<file path="src/rtl/mps_dsp_cfg_sync.sv">
// rtl/mps_dsp_cfg_sync.sv - keeps DSP working parameters in step with the PS-written MPS config words
//
// Scans config words 0..NUM_WORDS-1, compares each (masked) with the DSP readback and pushes
// mismatched words over the DSP parameter link, then waits for the readback to echo the value.
//
// Ports:
//   S_AXI_ACLK, S_AXI_ARESETN        clock, asynchronous active-low reset
//   i_start, i_auto_en               scan request pulse, periodic scan enable
//   o_cfg_idx, i_cfg_data, i_rb_data index to external registered muxes and their words
//   o_tx_valid/addr/data, i_tx_ready DSP parameter link push handshake
//   o_busy, o_done, o_err, o_err_idx scan status
//   o_push_cnt                       accepted pushes since reset, saturating

module mps_dsp_cfg_sync #(
    parameter int NUM_WORDS   = 19,
    parameter int TIMEOUT_CYC = 4096,
    parameter int MAX_RETRY   = 3,
    parameter int AUTO_PERIOD = 100000
) (
    input  logic        S_AXI_ACLK,
    input  logic        S_AXI_ARESETN,
    input  logic        i_start,
    input  logic        i_auto_en,
    output logic [4:0]  o_cfg_idx,
    input  logic [31:0] i_cfg_data,
    input  logic [31:0] i_rb_data,
    output logic        o_tx_valid,
    output logic [4:0]  o_tx_addr,
    output logic [31:0] o_tx_data,
    input  logic        i_tx_ready,
    output logic        o_busy,
    output logic        o_done,
    output logic        o_err,
    output logic [4:0]  o_err_idx,
    output logic [15:0] o_push_cnt
);

    localparam logic [4:0]  IDX_LAST  = 5'(NUM_WORDS - 1);
    localparam logic [31:0] TO_LAST   = 32'(TIMEOUT_CYC - 1);
    localparam logic [31:0] AUTO_LAST = 32'(AUTO_PERIOD - 1);
    localparam logic [7:0]  RETRY_MAX = 8'(MAX_RETRY);

    typedef enum logic [2:0] {
        ST_IDLE, ST_SET, ST_WAIT1, ST_CMP, ST_PUSH, ST_ECHO, ST_NEXT
    } state_t;

    state_t      state, state_next;
    logic [4:0]  idx;
    logic [7:0]  retry;
    logic [31:0] echo_timer;
    logic [31:0] auto_cnt;

    logic        start_req;
    logic [31:0] cfg_m;
    logic [31:0] rb_m;
    logic        echo_ok;
    logic        timeout;

    // Only the live field of each word is compared and pushed: the setup word
    // carries 4 bits, words 11 and 12 carry 16 bits.
    function automatic logic [31:0] mask_word(input logic [4:0] w_idx, input logic [31:0] d);
        if (w_idx == 5'd0)
            return {28'd0, d[3:0]};
        else if (w_idx == 5'd11 || w_idx == 5'd12)
            return {16'd0, d[15:0]};
        else
            return d;
    endfunction

    assign start_req  = i_start | (i_auto_en & (auto_cnt == AUTO_LAST));
    assign cfg_m      = mask_word(idx, i_cfg_data);
    assign rb_m       = mask_word(idx, i_rb_data);
    assign echo_ok    = (rb_m == o_tx_data);
    assign timeout    = (echo_timer == TO_LAST);
    assign o_tx_valid = (state == ST_PUSH);
    assign o_busy     = (state != ST_IDLE);

    always_ff @(posedge S_AXI_ACLK or negedge S_AXI_ARESETN) begin
        if (!S_AXI_ARESETN)
            state <= ST_IDLE;
        else
            state <= state_next;
    end

    always_comb begin
        state_next = state;
        case (state)
            ST_IDLE:  if (start_req) state_next = ST_SET;
            ST_SET:   state_next = ST_WAIT1;
            ST_WAIT1: state_next = ST_CMP;
            ST_CMP:   state_next = (cfg_m == rb_m) ? ST_NEXT : ST_PUSH;
            ST_PUSH:  if (i_tx_ready) state_next = ST_ECHO;
            ST_ECHO: begin
                if (echo_ok)
                    state_next = ST_NEXT;
                else if (timeout)
                    state_next = (retry < RETRY_MAX) ? ST_PUSH : ST_IDLE;
            end
            ST_NEXT:  state_next = (idx == IDX_LAST) ? ST_IDLE : ST_SET;
            default:  state_next = ST_IDLE;
        endcase
    end

    always_ff @(posedge S_AXI_ACLK or negedge S_AXI_ARESETN) begin
        if (!S_AXI_ARESETN) begin
            idx        <= 5'd0;
            retry      <= 8'd0;
            echo_timer <= 32'd0;
            auto_cnt   <= 32'd0;
            o_cfg_idx  <= 5'd0;
            o_tx_addr  <= 5'd0;
            o_tx_data  <= 32'd0;
            o_done     <= 1'b0;
            o_err      <= 1'b0;
            o_err_idx  <= 5'd0;
            o_push_cnt <= 16'd0;
        end else begin
            o_done <= 1'b0;
            case (state)
                ST_IDLE: begin
                    // Auto timer runs only while idle; any scan start reloads it.
                    if (start_req) begin
                        auto_cnt <= 32'd0;
                        idx      <= 5'd0;
                        retry    <= 8'd0;
                        o_err    <= 1'b0;
                    end else if (i_auto_en) begin
                        auto_cnt <= auto_cnt + 32'd1;
                    end else begin
                        auto_cnt <= 32'd0;
                    end
                end
                // The external muxes are registered: the index goes out here and the
                // matching words are sampled two edges later, at the end of CMP.
                ST_SET: o_cfg_idx <= idx;
                ST_CMP: begin
                    if (cfg_m != rb_m) begin
                        o_tx_data <= cfg_m;
                        o_tx_addr <= idx;
                    end
                end
                ST_PUSH: begin
                    if (i_tx_ready) begin
                        echo_timer <= 32'd0;
                        if (o_push_cnt != 16'hFFFF)
                            o_push_cnt <= o_push_cnt + 16'd1;
                    end
                end
                ST_ECHO: begin
                    if (!echo_ok) begin
                        if (timeout) begin
                            if (retry < RETRY_MAX) begin
                                retry <= retry + 8'd1;
                            end else begin
                                o_err     <= 1'b1;
                                o_err_idx <= idx;
                            end
                        end else begin
                            echo_timer <= echo_timer + 32'd1;
                        end
                    end
                end
                ST_NEXT: begin
                    retry <= 8'd0;
                    if (idx == IDX_LAST)
                        o_done <= 1'b1;
                    else
                        idx <= idx + 5'd1;
                end
                default: ;
            endcase
        end
    end

endmodule
</file>
<file path="config.mk">
export PLATFORM = sky130hd
export DESIGN_NAME = mps_dsp_cfg_sync
export DESIGN_NICKNAME = d
export VERILOG_FILES = /design/src/rtl/mps_dsp_cfg_sync.sv
export SDC_FILE = /design/constraint.sdc
export NUM_CORES = 1
export LEC_CHECK = 0
export ABC_CLOCK_PERIOD_IN_PS = 4200
export CAP_MARGIN = 15
export CORE_UTILIZATION = 30
export CTS_BUF_LIST = sky130_fd_sc_hd__clkbuf_4 sky130_fd_sc_hd__clkbuf_8
export CTS_CLUSTER_DIAMETER = 200
export DETAILED_ROUTE_END_ITERATION = 10
export SETUP_SLACK_MARGIN = 0.5
export SLEW_MARGIN = 20
export SYNTH_ARGS = -nofsm -noshare
export SYNTH_HDL_FRONTEND = slang
export SYNTH_SLANG_ARGS = --single-unit
</file>
<file path="constraint.sdc">
create_clock -name S_AXI_ACLK -period 4.2 [get_ports S_AXI_ACLK]
set_input_delay 0.63 -clock S_AXI_ACLK [delete_from_list [all_inputs] [get_ports S_AXI_ACLK]]
set_output_delay 0.63 -clock S_AXI_ACLK [all_outputs]
set_load 0.05 [all_outputs]
</file>
---- Word level (Yosys, flattened, before mapping) ----
Cells that the tools add are included.
word-level totals
  flip-flop bits (word level) ............. 145
  bits in latches ......................... 0
  memory bits (writable) .................. 0
  ROM bits ................................ 0
  bits of input ports ..................... 69
  word-level logic and storage cells ...... 95
  memories kept ........................... 0
cells by class
  add/sub/neg operators ................... 5
  multiply operators ...................... 0
  div/mod/pow operators ................... 0
  order comparisons ....................... 1
  eq/ne operators ......................... 24
  shifts and indexed selects .............. 0
  multiplexer cells ....................... 33
  bitwise logic cells ..................... 4
  reduce and logical (&&, ||, !) cells .... 16
operators with widths
  cell                                                                           number
  32-bit two-way mux                                                             9
  32-bit by 1-bit adder with 32-bit output (second input constant)               2
  32-bit equality test                                                           2
  32-bit case mux with 2 select lines                                            1
  32-bit by 12-bit equality test with 1-bit output (second input constant)       1
  32-bit by 17-bit equality test with 1-bit output (second input constant)       1
  8-bit two-way mux                                                              4
  32-bit inequality test                                                         1
  8-bit case mux with 3 select lines                                             1
  3-bit case mux with 7 select lines                                             1
  16-bit by 1-bit adder with 16-bit output (second input constant)               1
  16-bit inequality test (second input constant)                                 1
  3-bit two-way mux                                                              5
  2-bit inequality test (second input constant)                                  7
  5-bit by 4-bit equality test with 1-bit output (second input constant)         2
  5-bit two-way mux                                                              2
  5-bit case mux with 2 select lines                                             1
  5-bit AND reduction                                                            2
  3-bit equality test (second input constant)                                    3
  3-bit AND reduction                                                            3
  8-bit by 1-bit adder with 8-bit output (second input constant)                 1
  8-bit by 2-bit less-than comparator with 1-bit output (second input constant)  1
  4-bit AND reduction                                                            2
  1-bit two-way mux                                                              7
  other kinds (17)                                                               22

---- Depth between registers and ports, before layout ----
Gate-level depths: netlist (run 1).
  depth after elaboration ................. 7
  mapped depth ............................ 13
  gate-level depth less buffers ........... 10

---- Worst setup path after synthesis (run 1) ----
OpenSTA, ideal clock, no wires.
  kind .................................... register -> register
  from .................................... register idx[0]
  to ...................................... register o_err_idx[0]
  library setup time ...................... 0.125 ns
  arrival time ............................ 2.862 ns
  data required time ...................... 4.075 ns
  setup slack ............................. 1.213 ns
  cell stages (with the launch flop) ...... 12
  buffers on the path ..................... 1
  path through ............................ dfrtp_1 > inv_1 > ha_1 > mux2_4 > a21oi_4 > a21boi_1 > or4_4 > nor4_4 > a21oi_1 > and2_1 > buf_4 > mux2_4
between the ends
  longest elaborated chain between the ends .. 7
  elaborated cells between the ends (all ways) .. 9
  those cells by class .................... eq/ne: 3; mux: 2; bitwise: 1; reduce/logical: 3
ends and longest elaborated chain
  what                                            line  source
  start, declared                                 48    logic [4:0] idx;
  start signal, assigned                          168   idx <= idx + 5'd1;
  5-bit by 4-bit equality test with 1-bit output  64    else if (w_idx == 5'd11 || w_idx == 5'd12)
  1-bit logical OR                                64
  32-bit two-way mux                              64
  32-bit two-way mux                              62    if (w_idx == 5'd0)
  32-bit equality test                            73    assign echo_ok = (rb_m == o_tx_data);
  1-bit inverter (no source line)                 n/a
  4-bit AND reduction (no source line)            n/a
  end signal, assigned                            156   o_err_idx <= idx;
  end, declared                                   34    output logic [4:0] o_err_idx,
Parallel ways exist; a longest one is shown, timed or not.
A chain may end at the register's enable or synchronous reset.

---- Worst setup path in the final report (run 1) ----
  from .................................... register idx[0]
  to ...................................... register echo_timer[23]
between the ends
  longest elaborated chain between the ends .. 7
  elaborated cells between the ends (all ways) .. 9
  those cells by class .................... eq/ne: 4; mux: 2; reduce/logical: 3
ends and longest elaborated chain
  what                                            line  source
  5-bit by 4-bit equality test with 1-bit output  64
  1-bit logical OR                                64
  32-bit two-way mux                              64
  32-bit two-way mux (*)                          62
  32-bit equality test (*)                        73
  2-bit inequality test (no source line) (*)      n/a
  4-bit AND reduction (no source line) (*)        n/a
  end signal, assigned                            159   echo_timer <= echo_timer + 32'd1;
  end, declared                                   50    logic [31:0] echo_timer;
Every way passes the cells marked *; elsewhere a longest branch is shown, timed or not.

==> impl_metrics.json, run 1 <==
{
  "status": "finished, final reports clean",
  "path_class": "register to register",
  "busiest_layer": "met2",
  "cap_violations": 0,
  "fin_crit_ps": 3580,
  "numCtsBuffers": 17,
  "intPower_mw": 2.43,
  "holdWs_ps": 249,
  "core-area_sq_um": 26200,
  "netSwitchingFraction": 0.354,
  "vias": 7051,
  "remaining_drc_errors": 0,
  "grt_setup_unrepaired": "no",
  "port_buffers": 135,
  "wire_per_inst_microns": 15.5,
  "synth.avg_cell_area_sq_um": 9.21,
  "worstMarginPinSlew_ps": 964,
  "synth_compound_area_frac": 0.154,
  "worstPathMaxFanout": 19,
  "synthSimpleGateAreaFrac": 0.246,
  "fillers": 2602,
  "p_switching_mw": 1.33,
  "min_path_type": "primary input to async pin",
  "nNetsFinal": 1094,
  "place_hpwl_mm": 15.0,
  "ant_nets": 0,
  "layout_setup_ws_ps": 619,
  "async_flop_share": 1.00,
  "synth_cells": 873,
  "clkLatencyLatePin_ps": 450,
  "combPwrFrac": 0.256,
  "first_pass_iters": 5,
  "seq_power_share": 0.451,
  "finalSetupViolCount": 0,
  "grt_pass1_wl_mm": 35.0,
  "antenna_found_initial": 0,
  "slew_headroom": 0.353,
  "maxSlewViolCount": 0,
  "use_met3": 0.0368,
  "final_common_cell": "dfrtp_1",
  "ctsResizeCount": 0,
  "grtUsageMet1": 0.213,
  "rows": 59,
  "dieWidth_microns": 166,
  "slowest_delay_ps": 550,
  "layout-drive-gt1-share": 0.0892,
  "ios": 136,
  "endpoint_kind": "register",
  "viasPerCell": 5.16,
  "p_clk_frac": 0.293,
  "grt_max_degree": 99,
  "synth_seq_cells": 145,
  "start_util": 0.307,
  "htree_levels": 4,
  "area_delta_synth_final_pct": 27.5,
  "cts.sinks": 145,
  "synthAdderAreaFrac": 0.0109,
  "syn_area_sq_um": 8040,
  "synth.area.mux_share": 0.0335,
  "power_mw": 3.77,
  "ir_worst_vdd_mv": 0.178,
  "die_h_microns": 166,
  "yosysWarnings": 0,
  "crit_top_cell": "buf_4",
  "synth_xor_area_frac": 0.0762,
  "synth_top_family_by_area": "simple AND/OR/NAND/NOR gates",
  "clock_path_buffers": 2,
  "place_congestion": 0.903,
  "ys_seq_area_frac": 0.451,
  "crit_path_start_kind": "register",
  "timing.final.crit_share": 0.853,
  "place_ws_ps": 301,
  "grt_use_total": 0.157,
  "p_per_area_nw_per_um2": 367,
  "hold_violations": 0,
  "grt_pass1_vias": 6739,
  "gr-total-overflow": 0,
  "clk_pin_slew_ps": 100,
  "syn-num-nets": 949,
  "layout.cells.most_common_list": "dfrtp_1, clkdlybuf4s50_1, nand2_1, o21ai_0, xnor2_1",
  "crit_chain": "inv_1 > ha_1 > mux2_4 > a21oi_4 > buf_4 > a21boi_1 > or4_4 > nor4_4 > a211oi_4 > buf_4 > and3_1 > a221o_1",
  "max_freq_ghz": 0.279,
  "drtIter0Drc": 411,
  "setup-tns-final_ps": 0,
  "ys_types": 64,
  "die_area_sq_um": 27500,
  "required_ps": 4520,
  "synth_edf_count": 0,
  "clock_skew_ps": 22.7,
  "met2_usage": 0.243,
  "synth_ff_type": "dfrtp_1",
  "cts_root_buf": "clkbuf_8",
  "leakage_nw": 4.44,
  "cp_data_arrival_time_ps": 3900,
  "critPathSlowestCell": "or4_4",
  "cts_tree": "yes",
  "diodes": 0,
  "ctsHoldBuffers": 0,
  "routed_wirelength_mm": 21.1
}
==> final timing paths <==
kind                                  endpoint          start  slack [ps]  depth (start not counted)
worst max-delay path            echo_timer[23]         idx[0]         620                         12
worst min register to register        retry[5]       retry[5]         490                          1
worst min-delay path             o_tx_data[25]  S_AXI_ARESETN         250                          1
min in group S_AXI_ACLK               retry[5]       retry[5]         490                          1
worst max register to register  echo_timer[23]         idx[0]         620                         12
max in group asynchronous             retry[5]  S_AXI_ARESETN        3030                          2
==> kinds of logic (layout without fill, tap and decap cells) <==
kind of cell / after synthesis / in the layout
muxes: 22 / 22
DFF: 145 / 145
adders and majority gates: 7 / 7
buffers and inverters: 52 / 208
xor gates and xnor gates: 70 / 70
and+or+nand+nor: 383 / 383
AOI/OAI and AO/OA: 194 / 196
==> metal layers <==
metal / vias to the layer above / wire length, microns
li1: 3452 / -
met1: 3396 / 10000
met2: 178 / 9430
met3: 25 / 1150
met4: 0 / 478
met5: - / 0
==> final cells by class <==
| cell class | instances | area [sq um] | share of cell area |
|---|---|---|---|
| Clock buffer | 18 | 248 | 0.0242 |
| Clock inverter | 14 | 143 | 0.0139 |
| Inverter | 16 | 60.1 | 0.00586 |
| Multi-Input combinational cell | 678 | 4210 | 0.411 |
| Sequential cell | 145 | 3630 | 0.354 |
| Tap cell | 335 | 419 | 0.0409 |
| Timing Repair Buffer | 160 | 1540 | 0.150 |
==> power by group through the flow <==
stage	sequential, mW	combinational (mW)	clock (mW)
floorplan	1.82	0.507	0
global placement	1.72	0.923	0
detailed placement	1.72	0.931	0
CTS	1.70	0.949	1.15
global route	1.72	1.05	1.20
finish	1.70	0.965	1.10
==> critical path: cells and delay by family, from the launching register on <==
family / cells / cell delay (ps)
simple gates: 3 / 1150
flops: 1 / 420
fa+ha+maj: 1 / 250
compound gates: 4 / 740
buf+inv: 3 / 570
mux: 1 / 320
==> timing repair <==
action	4_1_cts	5_1_grt
setup endpoints to repair	31	44
pin swaps	2	3
cloned	1	1
buffers inserted	0	9
==> synthesized netlist by cell type, types with 9 or more instances <==
cell        n  area [sq um]
a21oi_1    20           100
a221o_1    12           120
a31oi_1    13          81.3
and2_1     12          75.1
and3_1     40           250
clkbuf_1   23          86.3
dfrtp_1   145          3630
inv_1      15          56.3
mux2_2     15           169
nand2_1   133           499
nand2b_1   11          68.8
nand3_1    36           180
nand4_1    27           169
nor2_1     46           173
nor3_1     21           105
nor3b_1     9          67.6
nor4_1     16           100
o21ai_0    84           420
o21ai_1     9          45.0
o31ai_1    10          75.1
xnor2_1    52           455
xor2_1     18           158
==> registers in the layout, indices dropped and copies added, names as in the netlist <==
name and count:
state 3, o_tx_addr 5, echo_timer 32, o_tx_data 32, idx 5, o_err_idx 5
o_cfg_idx 5, o_err 1, retry 8, o_push_cnt 16, o_done 1, auto_cnt 32
==> through the flow <==
step | instances | cell area, sq um | util
floorplan | 873 | 8040 | -
detailed placement | 1323 | 9760 | 0.373
CTS | 1356 | 10200 | 0.388
global route | 1366 | 10200 | 0.391
global placement | 1323 | 9760 | 0.373
finish | 1366 | 10200 | 0.391
Power figures use the tool's default switching activity.
==> run 2: changes to the inputs <==
CAP_MARGIN = 20   (was 15)
==> results of run 2 <==
Same layout as run 1: the final DEF is identical, and so are final timing and power.
